`src/rtl/rr_stream_mux.sv`:
```
// rtl/rr_stream_mux.sv - N-to-1 round-robin stream mux with registered output (optional packet lock: MUX_LOCK_EN)
//
// Optional feature macro: MUX_LOCK_EN
//   defined   : in_last/out_last ports exist and a two-state lock FSM keeps
//               a packet's beats together on the output.
//   undefined : arbitration is per beat; no lock state, no last signals.

module rr_stream_mux #(
  parameter int  DATA_WIDTH = 32,
  parameter int  NUM_CH     = 4,
  localparam int SEL_W      = $clog2(NUM_CH)
) (
  input  logic                         clk,
  input  logic                         rst,
  input  logic [NUM_CH-1:0]            in_valid,
  input  logic [NUM_CH*DATA_WIDTH-1:0] in_data,
  output logic [NUM_CH-1:0]            in_ready,
  output logic                         out_valid,
  output logic [DATA_WIDTH-1:0]        out_data,
  output logic [SEL_W-1:0]             out_ch,
`ifdef MUX_LOCK_EN
  input  logic [NUM_CH-1:0]            in_last,
  output logic                         out_last,
`endif
  input  logic                         out_ready
);

  // Output register and arbiter pointer
  logic                  out_valid_q, out_valid_d;
  logic [DATA_WIDTH-1:0] out_data_q,  out_data_d;
  logic [SEL_W-1:0]      out_ch_q,    out_ch_d;
  logic [SEL_W-1:0]      rr_ptr_q,    rr_ptr_d;

  // Arbitration signals
  logic [NUM_CH-1:0]     eligible;
  logic                  grant_valid;
  logic [SEL_W-1:0]      grant_idx;
  logic [SEL_W-1:0]      cand_sel;
  int                    cand;
  logic                  load_en;
  logic                  load;
  logic [DATA_WIDTH-1:0] ch_data [NUM_CH];

`ifdef MUX_LOCK_EN
  typedef enum logic {
    S_IDLE   = 1'b0,
    S_LOCKED = 1'b1
  } lock_state_e;

  lock_state_e      state_q,    state_d;
  logic [SEL_W-1:0] lock_ch_q,  lock_ch_d;
  logic             out_last_q, out_last_d;
`endif

  // Split the flat input bus into one word per channel
  for (genvar i = 0; i < NUM_CH; i++) begin : g_split
    assign ch_data[i] = in_data[i*DATA_WIDTH +: DATA_WIDTH];
  end

  // The output stage can take a new beat when empty or draining this cycle
  assign load_en = !out_valid_q || out_ready;
  assign load    = load_en && grant_valid;

  // Channels allowed to compete: all of them, or only the locked owner mid-packet
  always_comb begin
    eligible = in_valid;
`ifdef MUX_LOCK_EN
    if (state_q == S_LOCKED) begin
      eligible            = '0;
      eligible[lock_ch_q] = in_valid[lock_ch_q];
    end
`endif
  end

  // Round-robin search starting just after the last granted channel
  always_comb begin
    grant_valid = 1'b0;
    grant_idx   = '0;
    cand        = 0;
    cand_sel    = '0;
    for (int k = 1; k <= NUM_CH; k++) begin
      cand     = (int'(rr_ptr_q) + k) % NUM_CH;
      cand_sel = SEL_W'(cand);
      if (!grant_valid && eligible[cand_sel]) begin
        grant_valid = 1'b1;
        grant_idx   = cand_sel;
      end
    end
  end

  // One-hot accept toward the granted producer, only when the beat is taken
  always_comb begin
    in_ready = '0;
    for (int i = 0; i < NUM_CH; i++) begin
      in_ready[i] = load && (grant_idx == SEL_W'(i));
    end
  end

  // Next state of the output register and pointer; data/channel hold when draining
  always_comb begin
    out_valid_d = out_valid_q;
    out_data_d  = out_data_q;
    out_ch_d    = out_ch_q;
    rr_ptr_d    = rr_ptr_q;
    if (load) begin
      out_valid_d = 1'b1;
      out_data_d  = ch_data[grant_idx];
      out_ch_d    = grant_idx;
      rr_ptr_d    = grant_idx;
    end else if (out_ready) begin
      out_valid_d = 1'b0;
    end
  end

  // Output register and pointer state; reset gives channel 0 first priority
  always_ff @(posedge clk or posedge rst) begin
    if (rst) begin
      out_valid_q <= 1'b0;
      out_data_q  <= '0;
      out_ch_q    <= '0;
      rr_ptr_q    <= SEL_W'(NUM_CH - 1);
    end else begin
      out_valid_q <= out_valid_d;
      out_data_q  <= out_data_d;
      out_ch_q    <= out_ch_d;
      rr_ptr_q    <= rr_ptr_d;
    end
  end

  assign out_valid = out_valid_q;
  assign out_data  = out_data_q;
  assign out_ch    = out_ch_q;

`ifdef MUX_LOCK_EN
  // Lock FSM next state: a non-last beat claims the output until its last beat
  always_comb begin
    state_d    = state_q;
    lock_ch_d  = lock_ch_q;
    out_last_d = out_last_q;
    if (load) begin
      out_last_d = in_last[grant_idx];
    end
    case (state_q)
      S_IDLE: begin
        if (load && !in_last[grant_idx]) begin
          state_d   = S_LOCKED;
          lock_ch_d = grant_idx;
        end
      end
      S_LOCKED: begin
        if (load && in_last[grant_idx]) begin
          state_d = S_IDLE;
        end
      end
      default: state_d = S_IDLE;
    endcase
  end

  // Lock FSM state and registered last flag
  always_ff @(posedge clk or posedge rst) begin
    if (rst) begin
      state_q    <= S_IDLE;
      lock_ch_q  <= '0;
      out_last_q <= 1'b0;
    end else begin
      state_q    <= state_d;
      lock_ch_q  <= lock_ch_d;
      out_last_q <= out_last_d;
    end
  end

  assign out_last = out_last_q;
`endif

endmodule
```
`config.mk`:
```
export PLATFORM = sky130hd
export DESIGN_NAME = rr_stream_mux
export DESIGN_NICKNAME = d
export VERILOG_FILES = /design/src/rtl/rr_stream_mux.sv
export SDC_FILE = /design/constraint.sdc
export NUM_CORES = 1
export LEC_CHECK = 0
export CORE_AREA = 2 2 93 95
export DETAILED_ROUTE_END_ITERATION = 8
export DIE_AREA = 0 0 95 97
export GPL_TIMING_DRIVEN = 1
export PLACE_DENSITY = 0.75
export SLEW_MARGIN = 15
export SYNTH_ARGS = -nofsm -noshare
export SYNTH_HDL_FRONTEND = slang
export SYNTH_SLANG_ARGS = --single-unit
```
`constraint.sdc`:
```
create_clock -name clk -period 1.9 [get_ports clk]
set_clock_uncertainty 0.1 [all_clocks]
set_input_delay 0.38 -clock clk [delete_from_list [all_inputs] [get_ports clk]]
set_output_delay 0.38 -clock clk [all_outputs]
set_load 0.1 [all_outputs]
```
[Word level (Yosys, flattened, before mapping)]
Cells that the tools add are included.
Storage, ports and cells
  output and inout bits: 39
  word-level logic and storage cells: 53
  register bits after elaboration: 37
Operators by class
  reductions and logical operators: 15
  equality and inequality tests: 3
  magnitude comparators: 5
  multiplexer cells: 21
  bitwise gates (word level): 1
  $add $sub $neg: 4
Operators with widths (number)
  32-bit binary-select mux with 2-bit select: 1
  32-bit 2-to-1 mux: 2
  2-bit by 3-bit less-than comparator with 1-bit output (second input constant): 4
  1-bit 2-to-1 mux: 10
  1-bit binary-select mux with 2-bit select: 4
  1-bit logical AND: 8
  2-bit 2-to-1 mux: 4
  2-bit by 1-bit adder with 2-bit output (second input constant): 2
  2-bit adder (second input constant): 2
  2-bit == test (second input constant): 2
  1-bit logical NOT: 4
  3-bit >= comparator (second input constant): 1
  2-bit inverter with 3-bit output: 1
  2-bit by 1-bit == test with 1-bit output (second input constant): 1
  2-bit logical NOT: 1
  2-bit nonzero test: 1
  1-bit logical OR: 1

[Longest topological paths before layout]
Gate-level depths: netlist of the first run.
  depth in word-level cells: 17
  mapped depth: 8
  mapped depth without buffers: 5

[Least setup slack after synthesis of the first run]
OpenSTA, ideal clock, no wires.
  path kind: register -> output
  start point: register out_valid_q, in the netlist out_valid
  end point: output in_ready[2]
  arrival time: 2988 ps
  cell stages (with the launch flop): 6
  data required time: 1420 ps
  slack: -1568 ps
  path through: dfrtp_1 nand2b_1 a21boi_1 clkbuf_1 nand2_1 nor2_1
Between the ends
  longest elaborated chain between the ends: 4
Ends and longest elaborated chain
  start: declaration: RTL line 29  | logic out_valid_q, out_valid_d;
  start signal: assignment: RTL line 123  | out_valid_q <= out_valid_d;
  1-bit logical NOT: RTL line 61  | assign load_en = !out_valid_q || out_ready;
  1-bit logical OR: RTL line 61
  1-bit logical AND: RTL line 62  | assign load = load_en && grant_valid;
  1-bit logical AND: RTL line 95  | in_ready[i] = load && (grant_idx == SEL_W'(i));
  end: declaration: RTL line 17  | output logic [NUM_CH-1:0] in_ready,
Every way passes these cells.

[Final worst setup path of the first run]
  start point: register rr_ptr_q[1]
  end point: output in_ready[3]
Between the ends
  longest elaborated chain between the ends: 15
  elaborated cells between the ends (all ways): 29
  those cells by class: add/sub (4); eq/ne (1); mux (16); reduce/logical (8)
Ends and longest elaborated chain
  start: declaration: RTL line 32  | logic [SEL_W-1:0] rr_ptr_q, rr_ptr_d;
  start signal: assignment: RTL line 121  | rr_ptr_q <= SEL_W'(NUM_CH - 1);
  start signal: assignment: RTL line 126  | rr_ptr_q <= rr_ptr_d;
  2-bit by 1-bit adder with 2-bit output: RTL line 82  | cand = (int'(rr_ptr_q) + k) % NUM_CH;
  1-bit binary-select mux with 2-bit select: RTL line 84  | if (!grant_valid && eligible[cand_sel]) begin
  1-bit 2-to-1 mux (not written as such): RTL line 84
  1-bit 2-to-1 mux: RTL line 84
  1-bit logical NOT: RTL line 84
  1-bit logical AND: RTL line 84
  1-bit 2-to-1 mux: RTL line 84
  1-bit logical NOT: RTL line 84
  1-bit logical AND: RTL line 84
  1-bit 2-to-1 mux: RTL line 84
  1-bit logical NOT: RTL line 84
  1-bit logical AND: RTL line 84
  2-bit 2-to-1 mux / 1-bit 2-to-1 mux (equally long branches): RTL line 84
  2-bit == test / 1-bit logical AND (equally long branches): RTL line 95, 62
  1-bit logical AND *: RTL line 95
Mark *: on every way between the ends. The rest lies on a longest branch, timed or not. The select of a mux whose other input is x is not followed.

==> results of run 1 <==
[power by group through the flow]
stage / Combinational [uW] / Sequential (uW) / Clock, uW
2_1_floorplan: 926 / 2500 / 0
3_3_place_gp: 3720 / 1240 / 0
3_5_place_dp: 3760 / 1250 / 0
4_1_cts: 3890 / 1240 / 571
5_1_grt: 4180 / 1260 / 604
6_report: 4010 / 1240 / 561
[synthesized netlist by cell type]
master	number	share of area [%]
o21a_1	1	0.29
o22ai_1	23	5.5
a2bb2oi_1	1	0.33
buf_4	1	0.29
o31ai_1	10	2.9
and2_0	1	0.24
nand2_1	18	2.6
a221oi_1	22	7.4
or2b_1	2	0.57
inv_1	3	0.43
nor2_1	33	4.7
nor2b_1	3	0.72
dfrtp_1	35	33
and3_1	2	0.48
mux2i_1	32	12
o21ai_1	10	1.9
buf_1	2	0.29
a221o_1	1	0.38
and2_1	11	2.6
nand3_1	1	0.19
a21boi_1	1	0.29
nand2b_1	11	2.6
a221oi_2	1	0.57
o211ai_2	2	0.96
a21oi_1	2	0.38
dfstp_2	2	2.0
o21ai_0	27	5.2
o211a_1	1	0.38
buf_6	6	2.6
o41ai_4	1	1.1
a21boi_0	10	2.9
o21bai_2	1	0.43
buf_2	10	1.9
clkbuf_1	6	0.86
a211o_1	1	0.33
[per-layer routing]
metal / global-route usage, % / vias up
met2: 41.9 / 119
met1: 25.5 / 1503
met5: 0 / -
li1: - / 1518
met3: 3.89 / 30
met4: 9.36 / 0
[repair_timing]
item                                    4_1_cts  5_1_grt
gates resized for setup                      20       22
cloned                                        1        1
setup buffers                                 7        4
endpoints found under the setup margin       36       36
pin swaps                                     6        6
hold buffers                                  0        0
[kinds of logic (layout without fill, tap and decap cells)]
logic type      Yosys count  after routing  share of synthesized area (%)
compound gates          115            115                           31.1
buf+inv                  28            238                           6.36
flops                    37             37                           35.5
mux                      32             32                           12.2
simple gates             82             82                           14.8
[area by class of cell]
type	instances	area, um2	area share [%]
Tap cell	105	131	2.40
Multi-Input combinational cell	229	1690	30.8
Sequential cell	37	932	17.0
Inverter	3	11.3	0.206
Clock inverter	3	17.5	0.320
Timing Repair Buffer	227	2630	48.0
Clock buffer	5	68.8	1.26
[stage by stage]
stage | hold slack, ns | setup TNS, ns | std cells | instance area [um2] | utilization, %
after floorplan | 0.414 | -0.779 | 294 | 2700 | -
after global placement | 0.429 | -16.30 | 588 | 5110 | 62.9
after detailed placement | 0.451 | -17.98 | 588 | 5110 | 62.9
after CTS | 0.354 | -3.07 | 604 | 5340 | 65.6
after global routing | 0.361 | -7.48 | 609 | 5480 | 67.3
final | 0.340 | -4.83 | 609 | 5480 | 67.3
[registers in the layout (all words and copies together) (netlist names)]
register   cells
out_ch         2
out_data      32
out_valid      1
rr_ptr_q       2
[worst register-to-register path: cells and delay by family, from the launching register on]
kind	cells	cell delay, ns
AOI/OAI and AO/OA	3	0.50
and+or+nand+nor	1	0.13
buffers and inverters	2	0.46
DFF	1	0.60
muxes	1	0.16
[worst min path at each step]
| stage | from | endpoint | slack [ns] | depth (start not counted) |
|---|---|---|---|---|
| 2_1_floorplan | in_valid[2] | out_valid | 0.41 | 2 |
| 3_3_place_gp | out_ch[1] | out_ch[1] | 0.43 | 2 |
| 3_5_place_dp | out_ch[1] | out_ch[1] | 0.45 | 2 |
| 4_1_cts | rst | out_data[17] | 0.35 | 3 |
| 5_1_grt | rst | out_data[10] | 0.36 | 3 |
| 6_report | rst | out_data[19] | 0.34 | 3 |
==> results.sh, run 1 <==
export IMPL_crit_slowest_cell="dfstp_2"
export IMPL_crit_fanout=5
export IMPL_p_leak_uw=0.00230
export IMPL_wirelength_mm=10.7
export IMPL_drc=0
export IMPL_cap_violations=0
export IMPL_crit_path_start_kind="flip-flop"
export IMPL_cp_data_arrival_time_ns=1.78
export IMPL_min_period_over_period_pct=119
export IMPL_setup_worst_path_class="flip-flop to primary output"
export IMPL_overflow=0
export IMPL_syn_inst=294
export IMPL_r2r_start="rr_ptr_q[1]"
export IMPL_cp_endpoint="in_ready[3]"
export IMPL_grt_pass1_vias=3425
export IMPL_power_uw=5810
export IMPL_grt_max_degree=38
export IMPL_ir_drop_mv=0.711
export IMPL_ys_warn_count=0
export IMPL_syn_area_mm2=0.00262
export IMPL_place_congestion=0.852
export IMPL_cts_buffers=5
export IMPL_path_cells="nand2_2 > a221oi_2 > buf_4 > and3_4 > buf_12"
export IMPL_r2r_slack_ns=-0.16
export IMPL_drt_vias_per_instance=5.21
export IMPL_io_pins=174
export IMPL_syn_nets=429
export IMPL_cp_required_ns=1.42
export IMPL_path_clk_slew_ns=0.08
export IMPL_setup_viol=36
export IMPL_wl_met2_mm=5.61
export IMPL_max_slew_margin_pct=72.5
export IMPL_min_path_type="input port to asynchronous set/reset pin"
export IMPL_ant_nets=0
export IMPL_via_count=3170
export IMPL_drive_gt1_share_pct=27.0
export IMPL_dp_hpwl_mm=7.94
export IMPL_drt_iter0_markers=121
export IMPL_rows=33
export IMPL_seq_power_share_pct=21.3
export IMPL_fin_nets=638
export IMPL_p_clk_share_pct=9.7
export IMPL_antenna_found_initial=0
export IMPL_rr_endpoint="out_data[26]"
export IMPL_path_buf_inv=2
export IMPL_clock_latency_ns=0.29
export IMPL_cts_root_buffer="clkbuf_8"
export IMPL_layout_common_cells="129 x clkdlybuf4s50_1, 44 x buf_4, 43 x buf_12"
export IMPL_die_area_mm2=0.00922
export IMPL_layout_commonest_cell="clkdlybuf4s50_1"
export IMPL_slowest_delay_ns=0.60
export IMPL_tightest_slew_ns=0.412
export IMPL_finalHoldViolCount=0
export IMPL_p_comb_share_pct=69.1
export IMPL_h_tree_depth=2
export IMPL_violations="setup timing"
export IMPL_slew_viol_final=0
export IMPL_dieHeight_um=97
export IMPL_clockBufferDepth=2
export IMPL_die_w_um=95
export IMPL_switching_power_uw=2870
export IMPL_clkSinkCount=37
export IMPL_grt_pass1_wl_mm=16.6
export IMPL_crit_start="rr_ptr_q[1]"
export IMPL_groute_usage_overall_pct=22.9
export IMPL_io_buffers=173
export IMPL_n_fill_cell=618
export IMPL_initial_core_util_pct=32.1
export IMPL_diodes=0
export IMPL_swShare_pct=49.3
export IMPL_syn2layout_area_growth_pct=109
export IMPL_cp_depth=5
export IMPL_end_kind="primary output"
export IMPL_outcome="finished with violations"
export IMPL_core_area_mm2=0.00813
export IMPL_timing_final_crit_period_ns=2.26
export IMPL_ys_seq_area_share_pct=35.5
export IMPL_dr_pass1_iters=4
export IMPL_crit_family="flip-flops"
export IMPL_worst_r2r_cell_count=7
export IMPL_worst_slack_ns=-0.359
export IMPL_rsz0062_at_grt="true"
export IMPL_syn_area_per_cell_um2=8.89
export IMPL_cts_tree="done"
export IMPL_wl_met3_um=562
export IMPL_synth_cell_types=35
export IMPL_p_per_area_mw_per_mm2=1060
export IMPL_fmax_mhz=443
export IMPL_p_int_uw=2940
export IMPL_routed_top_layer="met4"
export IMPL_ys_ff_latch=37
export IMPL_place_ws_ns=-0.543
export IMPL_wl_met1_mm=4.07
export IMPL_wire_per_inst_um=17.5
No activity file was read; power rests on OpenSTA's default activity.
==> run 2: changes to the inputs <==
--- a/config.mk
+++ b/config.mk
@@ -8,8 +8,10 @@
 export CORE_AREA = 2 2 93 95
 export DETAILED_ROUTE_END_ITERATION = 8
 export DIE_AREA = 0 0 95 97
+export GPL_ROUTABILITY_DRIVEN = 1
 export GPL_TIMING_DRIVEN = 1
-export PLACE_DENSITY = 0.75
+export PLACE_DENSITY = 0.76
+export SKIP_LAST_GASP = 1
 export SLEW_MARGIN = 15
 export SYNTH_ARGS = -nofsm -noshare
 export SYNTH_HDL_FRONTEND = slang
==> results.sh, run 2 (synthesis gave the netlist of run 1 again) <==
export IMPL_timing_final_crit_period_ns=2.26
export IMPL_worst_slack_ns=-0.359
export IMPL_cts_buffers=5
export IMPL_path_cells="nand2_4 > a221oi_4 > nand2_4 > nor2_4 > buf_12"
export IMPL_initial_core_util_pct=32.1
export IMPL_overflow=0
export IMPL_drt_vias_per_instance=5.29
export IMPL_crit_fanout=6
export IMPL_core_area_mm2=0.00813
export IMPL_dieHeight_um=97
export IMPL_via_count=3190
export IMPL_syn2layout_area_growth_pct=120
export IMPL_tightest_slew_ns=0.322
export IMPL_groute_usage_overall_pct=22.4
export IMPL_crit_family="flip-flops"
export IMPL_clockBufferDepth=2
export IMPL_io_pins=174
export IMPL_cp_common_cell="nand2_4"
export IMPL_final_core_util_pct=70.7
export IMPL_p_int_uw=3050
export IMPL_path_clk_slew_ns=0.07
export IMPL_grt_pass1_wl_mm=16.4
export IMPL_setup_viol=38
export IMPL_cts_hold_buffers=0
export IMPL_crit_path_start_kind="flip-flop"
export IMPL_ant_nets=0
export IMPL_seq_power_share_pct=20.7
export IMPL_p_leak_uw=0.00236
export IMPL_cts_root_buffer="clkbuf_8"
export IMPL_path_buf_inv=1
export IMPL_drt_iter0_markers=94
export IMPL_cts_tree="done"
export IMPL_wirelength_mm=11.0
export IMPL_p_clk_share_pct=9.7
export IMPL_n_fill_cell=573
export IMPL_p_per_area_mw_per_mm2=1040
export IMPL_fin_nets=632
export IMPL_die_w_um=95
export IMPL_wire_per_inst_um=18.2
export IMPL_outcome="finished with violations"
export IMPL_dr_pass1_iters=6
export IMPL_switching_power_uw=2950
export IMPL_cp_required_ns=1.42
export IMPL_h_tree_depth=2
export IMPL_diodes=0
export IMPL_end_kind="primary output"
export IMPL_swShare_pct=49.2
export IMPL_ir_drop_mv=0.529
export IMPL_antenna_found_initial=0
export IMPL_clock_latency_ns=0.29
export IMPL_rows=33
export IMPL_slowest_delay_ns=0.62
export IMPL_grt_pass1_vias=3471
export IMPL_largest_register_ffs=32
export IMPL_die_area_mm2=0.00922
export IMPL_dp_hpwl_mm=7.62
export IMPL_place_ws_ns=-0.555
export IMPL_layout_commonest_cell="clkdlybuf4s50_1"
export IMPL_p_comb_share_pct=69.6
export IMPL_fmax_mhz=443
export IMPL_clkSinkCount=37
export IMPL_cp_data_arrival_time_ns=1.78
export IMPL_cp_depth=5
export IMPL_layout_common_cells="130 x clkdlybuf4s50_1, 47 x buf_12, 34 x dfrtp_1"
export IMPL_finalHoldViolCount=0
export IMPL_min_period_over_period_pct=119
export IMPL_io_buffers=173
export IMPL_crit_slowest_cell="dfstp_2"
export IMPL_drive_gt1_share_pct=30.5
export IMPL_rsz0062_at_grt="true"
export IMPL_min_path_type="input port to asynchronous set/reset pin"
export IMPL_grt_max_degree=38
export IMPL_slew_viol_final=0
export IMPL_worst_r2r_cell_count=9
export IMPL_drc=0
export IMPL_violations="setup timing"
export IMPL_cap_violations=0
export IMPL_max_slew_margin_pct=78.5
export IMPL_setup_worst_path_class="flip-flop to primary output"
export IMPL_place_congestion=0.959
-- run 2: repair_timing --
action                                  in CTS  in global routing
gates resized for setup                     54                 33
endpoints found under the setup margin      38                 37
pin swaps                                   14                 32
setup buffers                                7                  4
cloned                                       0                  3
-- run 2: worst min-delay path: stages --
cell	delay, ns
clkdlybuf4s50_1	0.40
clkinv_1	0.07
buf_12	0.22
-- run 2: per-stage QoR --
stage               hold slack (ns)  power [uW]  cells  cell area (um2)  setup TNS [ns]
finish                        0.318        6000    603             5750           -8.58
CTS                           0.319        5760    596             5470           -3.55
floorplan                     0.414        3420    294             2700          -0.779
global route                  0.340        6230    603             5750          -10.71
detailed placement            0.471        4970    581             5070          -18.09
global placement              0.447        4920    581             5070          -16.40
-- run 2: final cells by class --
type	count	area (um2)	area share, %
clock buffers	8	90.1	1.57
inverters	3	11.3	0.196
multi-input cells	229	1930	33.5
flip-flops and latches	37	932	16.2
well taps	105	131	2.29
repair buffers	221	2660	46.2
-- run 2: layer usage --
layer | GRT usage [%] | wire (um)
met5 | 0 | 0
met4 | 9.25 | 227
met3 | 4.36 | 517
met2 | 39.5 | 5900
met1 | 26.1 | 4330
-- run 2: final timing paths --
check | from | to | slack [ns]
min in group clk | out_ch[0] | out_ch[0] | 0.49
worst max register to register | rr_ptr_q[1] | out_data[26] | -0.29
worst min-delay path | rst | out_data[3] | 0.32
worst max-delay path | rr_ptr_q[1] | in_ready[2] | -0.36
max in group asynchronous | rst | rr_ptr_q[1] | 1.13
worst min register to register | out_ch[0] | out_ch[0] | 0.49
-- run 2: power groups by stage --
stage / Combinational, uW / Sequential (uW) / Clock (uW)
after detailed placement: 3720 / 1250 / 0
after CTS: 3920 / 1240 / 602
after global routing: 4330 / 1270 / 633
after global placement: 3680 / 1240 / 0
after floorplan: 926 / 2500 / 0
final: 4180 / 1240 / 582
==> variant 1 (flow settings as in run 2) <==
Add a define of `MUX_LOCK_EN`.
--- a/src/rtl/rr_stream_mux.sv
+++ b/src/rtl/rr_stream_mux.sv
@@ -4,6 +4,8 @@
 //   defined   : in_last/out_last ports exist and a two-state lock FSM keeps
 //               a packet's beats together on the output.
 //   undefined : arbitration is per beat; no lock state, no last signals.
+
+`define MUX_LOCK_EN
 
 module rr_stream_mux #(
   parameter int  DATA_WIDTH = 32,
Ports: changed (added in_last and out_last); port bits go from 174 to 179. The function was not compared with the original's and may differ.
==> variant 1 against run 2 <==
  * The run still ends with negative setup slack left
  * Sequential share of layout area up 1.4 points
  * Count of clock-buffer cells in the layout down 3
  * Sequential cell count up 4
  * Core utilization up 1.3 points
  * Maximum frequency down 15%
  * Synthesized area up 5.7%
  * Setup slack worse by 0.41 ns
  * Final cell count down 14%
  * Final area up 1.9%
  * Wire length down 6.7%
  * Critical path type unchanged
  * Critical endpoint is now in_ready[3]
  * Highest routed layer unchanged
Power is not shown: default switching activity piles up to over one toggle a cycle in this logic, so the estimate is an artifact.
==> variant 1: results (changes against run 2) <==
Timing
  – Sum Neg Setup Slack: -28.50 ns (-19.92 ns)
  – Setup-failing EPs final: 42 (+11%)
  – Worst Hold Slack: 0.229 ns (-0.0888 ns)
  – Worst slew pin tran: 0.357 ns (+0.0349 ns)
  – Final worst setup slack: -0.770 ns (-0.412 ns)

Final layout
  – Layout cell share with drive strength beyond 1: 0.486 (+0.180)
  – Largest register FFs: 32 (unchanged)
  – # diodes: 0 (unchanged)
  – Non-filler instance count after layout: 521 (-14%)
  – Nets: 555 (-12%)

Worst setup path
  – Crit path DAT: 2.19 ns (+0.41 ns)
  – Worst Setup SP: lock_ch_q[0]
  – CP Max Fanout: 4 (-2)
  – CP endpoint: in_ready[3]
  – Reg-to-reg endpoint: out_data[16]
  – R2R setup slack: -0.74 ns (-0.45 ns)
  – FF-to-FF path depth: 8 (-1)
  – Reg2reg start: lock_ch_q[1]

Synth
  – Top cells by count, synth: dfrtp_1, mux4_2, mux2_2
  – Post-synth ARST share: 1.00 (unchanged)
  – Top cells by area, synth: dfrtp_1, mux4_2, mux2_2
  – Yosys warns: 0 (unchanged)
  – Seq/Total Area, Yosys: 0.372 (+0.0171)
  – Syn Inst Count: 185 (-37%)
  – Post-synth cell types: 47 (+34%)
  – Syn nets: 324 (-24%)

Worst hold path
  – HP Class: in2async

CTS
  – H-Tree Depth: 2 (unchanged)
  – CTS Buf Count: 5 (unchanged)
  – Root Buffer: clkbuf_8
  – Clock buffer depth: 2 (unchanged)
  – Clk Latency, worst-skew pair: 0.29 ns (about the same)
  – Worst-path clk slew: 0.08 ns

Detailed routing
  – Routed WL: 10.3 mm (-6.7%)
  – Detail Route Antenna Nets: 0 (unchanged)
  – Drt pass-1 iters: 4 (-2)
  – Drt via density: 5.27 (-0.30%)
  – First-iteration detailed-routing DRC count: 99 (+5.3%)

Status
  – Status: complete, but fails checks
  – Failing checks: negative setup slack

GRT
  – Vias in the first global route: 2954 (-15%)
  – Initial antenna violation count: 0 (unchanged)
  – First-pass GRT wire length: 15.3 mm (-6.8%)
  – GRT Resource Usage Total: 0.220 (-0.00400)
  – Largest net degree at the start of global routing: 22 (-42%)

Placed design
  – Placement Cell Area: 5390 µm² (+6.1%)
  – Worst slack, placed: -1.09 ns (-0.540 ns)
  – HPWL after DPL: 7.95 mm (+4.3%)
  – Buffers on Ports: 178 (+2.9%)
  – Gpl congestion: 0.854 (-11%)
  – Placed cell count: 494 (-15%)
[variant 1: critical path, stage by stage (launching register included)]
cell,delay (ns)
dfrtp_2,0.48
mux2i_4,0.22
buf_4,0.14
o22a_1,0.20
buf_4,0.15
a21oi_4,0.25
nand2_8,0.09
a21oi_4,0.17
buf_12,0.19
[variant 1: what timing repair did]
item                                    CTS  global route
cloned                                    1             1
endpoints found under the setup margin   44            44
gates resized for setup                  26            19
pin swaps                                10             7
setup buffers                            12             6
[variant 1: worst min-delay path by stage]
stage,depth (start not counted),to
6_report,2,state_q
5_1_grt,2,out_data[6]
4_1_cts,2,out_data[6]
3_5_place_dp,2,rr_ptr_q[0]
3_3_place_gp,2,out_ch[1]
2_1_floorplan,2,rr_ptr_q[0]
[variant 1: area by class of cell]
type / instances / area [µm²]
clock buffer: 5 / 68.8
clock inverter: 2 / 35.0
fill: 537 / 2280
inverter: 5 / 18.8
multi-input combinational: 126 / 1770
sequential: 41 / 1030
tap: 105 / 131
timing repair buffer: 237 / 2800
[variant 1: cells by family after synthesis]
kind of cell	Yosys count	synth area share
multiplexers	69	0.414
flip-flops	41	0.372
AO/OA/AOI/OAI	33	0.106
AND/OR/NAND/NOR	24	0.0489
buffers and inverters	18	0.0588
[variant 1: per-layer routing]
metal	track usage	up-vias	routed length, µm
li1	-	1206	-
met2	0.396	154	5540
met1	0.236	1358	3480
met3	0.0569	30	860
met5	0	-	0
met4	0.101	0	366
==> variant 2 (config.mk and constraints of run 2) <==
Made on the original files. `out_data_q` no longer has a reset.
--- a/src/rtl/rr_stream_mux.sv
+++ b/src/rtl/rr_stream_mux.sv
@@ -116,15 +116,17 @@
   always_ff @(posedge clk or posedge rst) begin
     if (rst) begin
       out_valid_q <= 1'b0;
-      out_data_q  <= '0;
       out_ch_q    <= '0;
       rr_ptr_q    <= SEL_W'(NUM_CH - 1);
     end else begin
       out_valid_q <= out_valid_d;
-      out_data_q  <= out_data_d;
       out_ch_q    <= out_ch_d;
       rr_ptr_q    <= rr_ptr_d;
     end
+  end
+
+  always_ff @(posedge clk) begin
+    out_data_q <= out_data_d;
   end
 
   assign out_valid = out_valid_q;
Formal check against the unedited RTL: not equivalent (a bounded check fails within 4 cycles, from zero or initial values and one cycle with rst high).
==> variant 2 against run 2 <==
  * Final cell count shrank 7.8%
  * Power shrank 12%
  * Synthesized area shrank 16%
  * Final area shrank 9.8%
  * Critical endpoint is now in_ready[0]
  * Largest cell class unchanged
  * The run still ends with negative setup slack left
  * Largest power group unchanged
  * Setup slack lost 0.054 ns
  * Maximum frequency shrank 2.3%
  * Wire length shrank 16%
  * Sequential cell count is the same
==> variant 2: results (changes against run 2) <==
Worst setup path
  – R2R setup slack: -0.36 ns (-0.07 ns)
  – Crit path largest cell delay: 0.57 ns (-0.05 ns)
  – Reg-to-reg endpoint: out_data[17]
  – CP Max Fanout: 4 (-2)
  – Crit path DAT: 1.83 ns (+0.05 ns)
  – CP endpoint: in_ready[0]
  – FF-to-FF path depth: 10 (+1)

Synth
  – Top cells by count, synth: nand2_1, a21oi_1, a32oi_1, edfxtp_1, clkbuf_1
  – Mux cell area share after synthesis: 0.00455 (-0.118)
  – Post-synth cell types: 25 (-29%)
  – Syn Inst Count: 254 (-14%)
  – Compound-Gate Fraction of Synth Area: 0.217 (-0.0940)
  – Syn nets: 389 (-9.3%)
  – Seq/Total Area, Yosys: 0.494 (+0.139)
  – Top_reg_cell synth: edfxtp_1

Final layout
  – Nets: 585 (-7.4%)
  – Non-filler instance count after layout: 556 (-7.8%)

Timing
  – Worst Hold Slack: 0.191 ns (-0.127 ns)
  – Setup-failing EPs final: 38 (unchanged)
  – Final worst setup slack: -0.412 ns (-0.0536 ns)
  – Sum Neg Setup Slack: -12.68 ns (-4.10 ns)

GRT
  – GRT Resource Usage Total: 0.188 (-0.0359)
  – Vias in the first global route: 2861 (-18%)
  – Largest net degree at the start of global routing: 65 (+71%)

Status
  – Failing checks: negative setup slack
  – Status: complete, but fails checks

Placed design
  – HPWL after DPL: 6.46 mm (-15%)
  – Worst slack, placed: -0.587 ns (-0.0325 ns)

Detailed routing
  – Vias: 2802 (-12%)
  – Drt pass-1 iters: 4 (-2)
  – Routed WL: 9.26 mm (-16%)

Power and ir drop
  – VDD IR max: 0.000461 V (-13%)
[variant 2: cell types whose count changed after synthesis, moves of 25 or more]
| cell | delta |
|---|---|
| mux2i_1 | -31 |
| nor2_1 | -25 |
| a21oi_1 | +30 |
| nand2_1 | +86 |
| dfrtp_1 | -32 |
| edfxtp_1 | +32 |
| a32oi_1 | +32 |
| o21ai_0 | -27 |
[variant 2: layer usage]
metal  GRT usage  wire (µm)  vias to the layer above
met4      0.0747        214                        0
met1       0.189       3250                     1356
met2       0.362       5100                      119
met3      0.0428        686                       19
li1            -          -                     1308
met5           0          0                        -
[variant 2: power groups by stage]
stage / Combinational [µW] / Clock (µW) / Sequential [µW]
after floorplan: 780 / 0 / 2240
after global placement: 2920 / 0 / 1260
after detailed placement: 2980 / 0 / 1270
after CTS: 3290 / 542 / 1250
after global routing: 3630 / 575 / 1260
final: 3480 / 519 / 1250
[variant 2: area by class of cell]
cell class | count | area, µm² | share of cell area
inverter | 2 | 11.3 | 0.00217
timing repair buffer | 211 | 2600 | 0.501
clock inverter | 3 | 12.5 | 0.00241
multi-input combinational | 193 | 1270 | 0.245
tap | 105 | 131 | 0.0253
sequential | 37 | 1090 | 0.211
clock buffer | 5 | 68.8 | 0.0133
[variant 2: worst max-delay path: cells and delay by family, from the launching register on]
family | cells | cell delay (ns)
buffers and inverters | 2 | 0.33
DFF | 1 | 0.57
AOI/OAI and AO/OA | 2 | 0.29
and+or+nand+nor | 1 | 0.15
muxes | 1 | 0.21
[variant 2: cell families after synthesis]
logic type | Yosys count
compound gates | 69
buf+inv | 24
flops | 37
mux | 1
simple gates | 123
[variant 2: repair_timing]
item	in CTS	in global routing
pin swaps	30	17
setup buffers	6	7
gates resized for setup	57	22
gates cloned	3	1
setup endpoints to repair	63	38
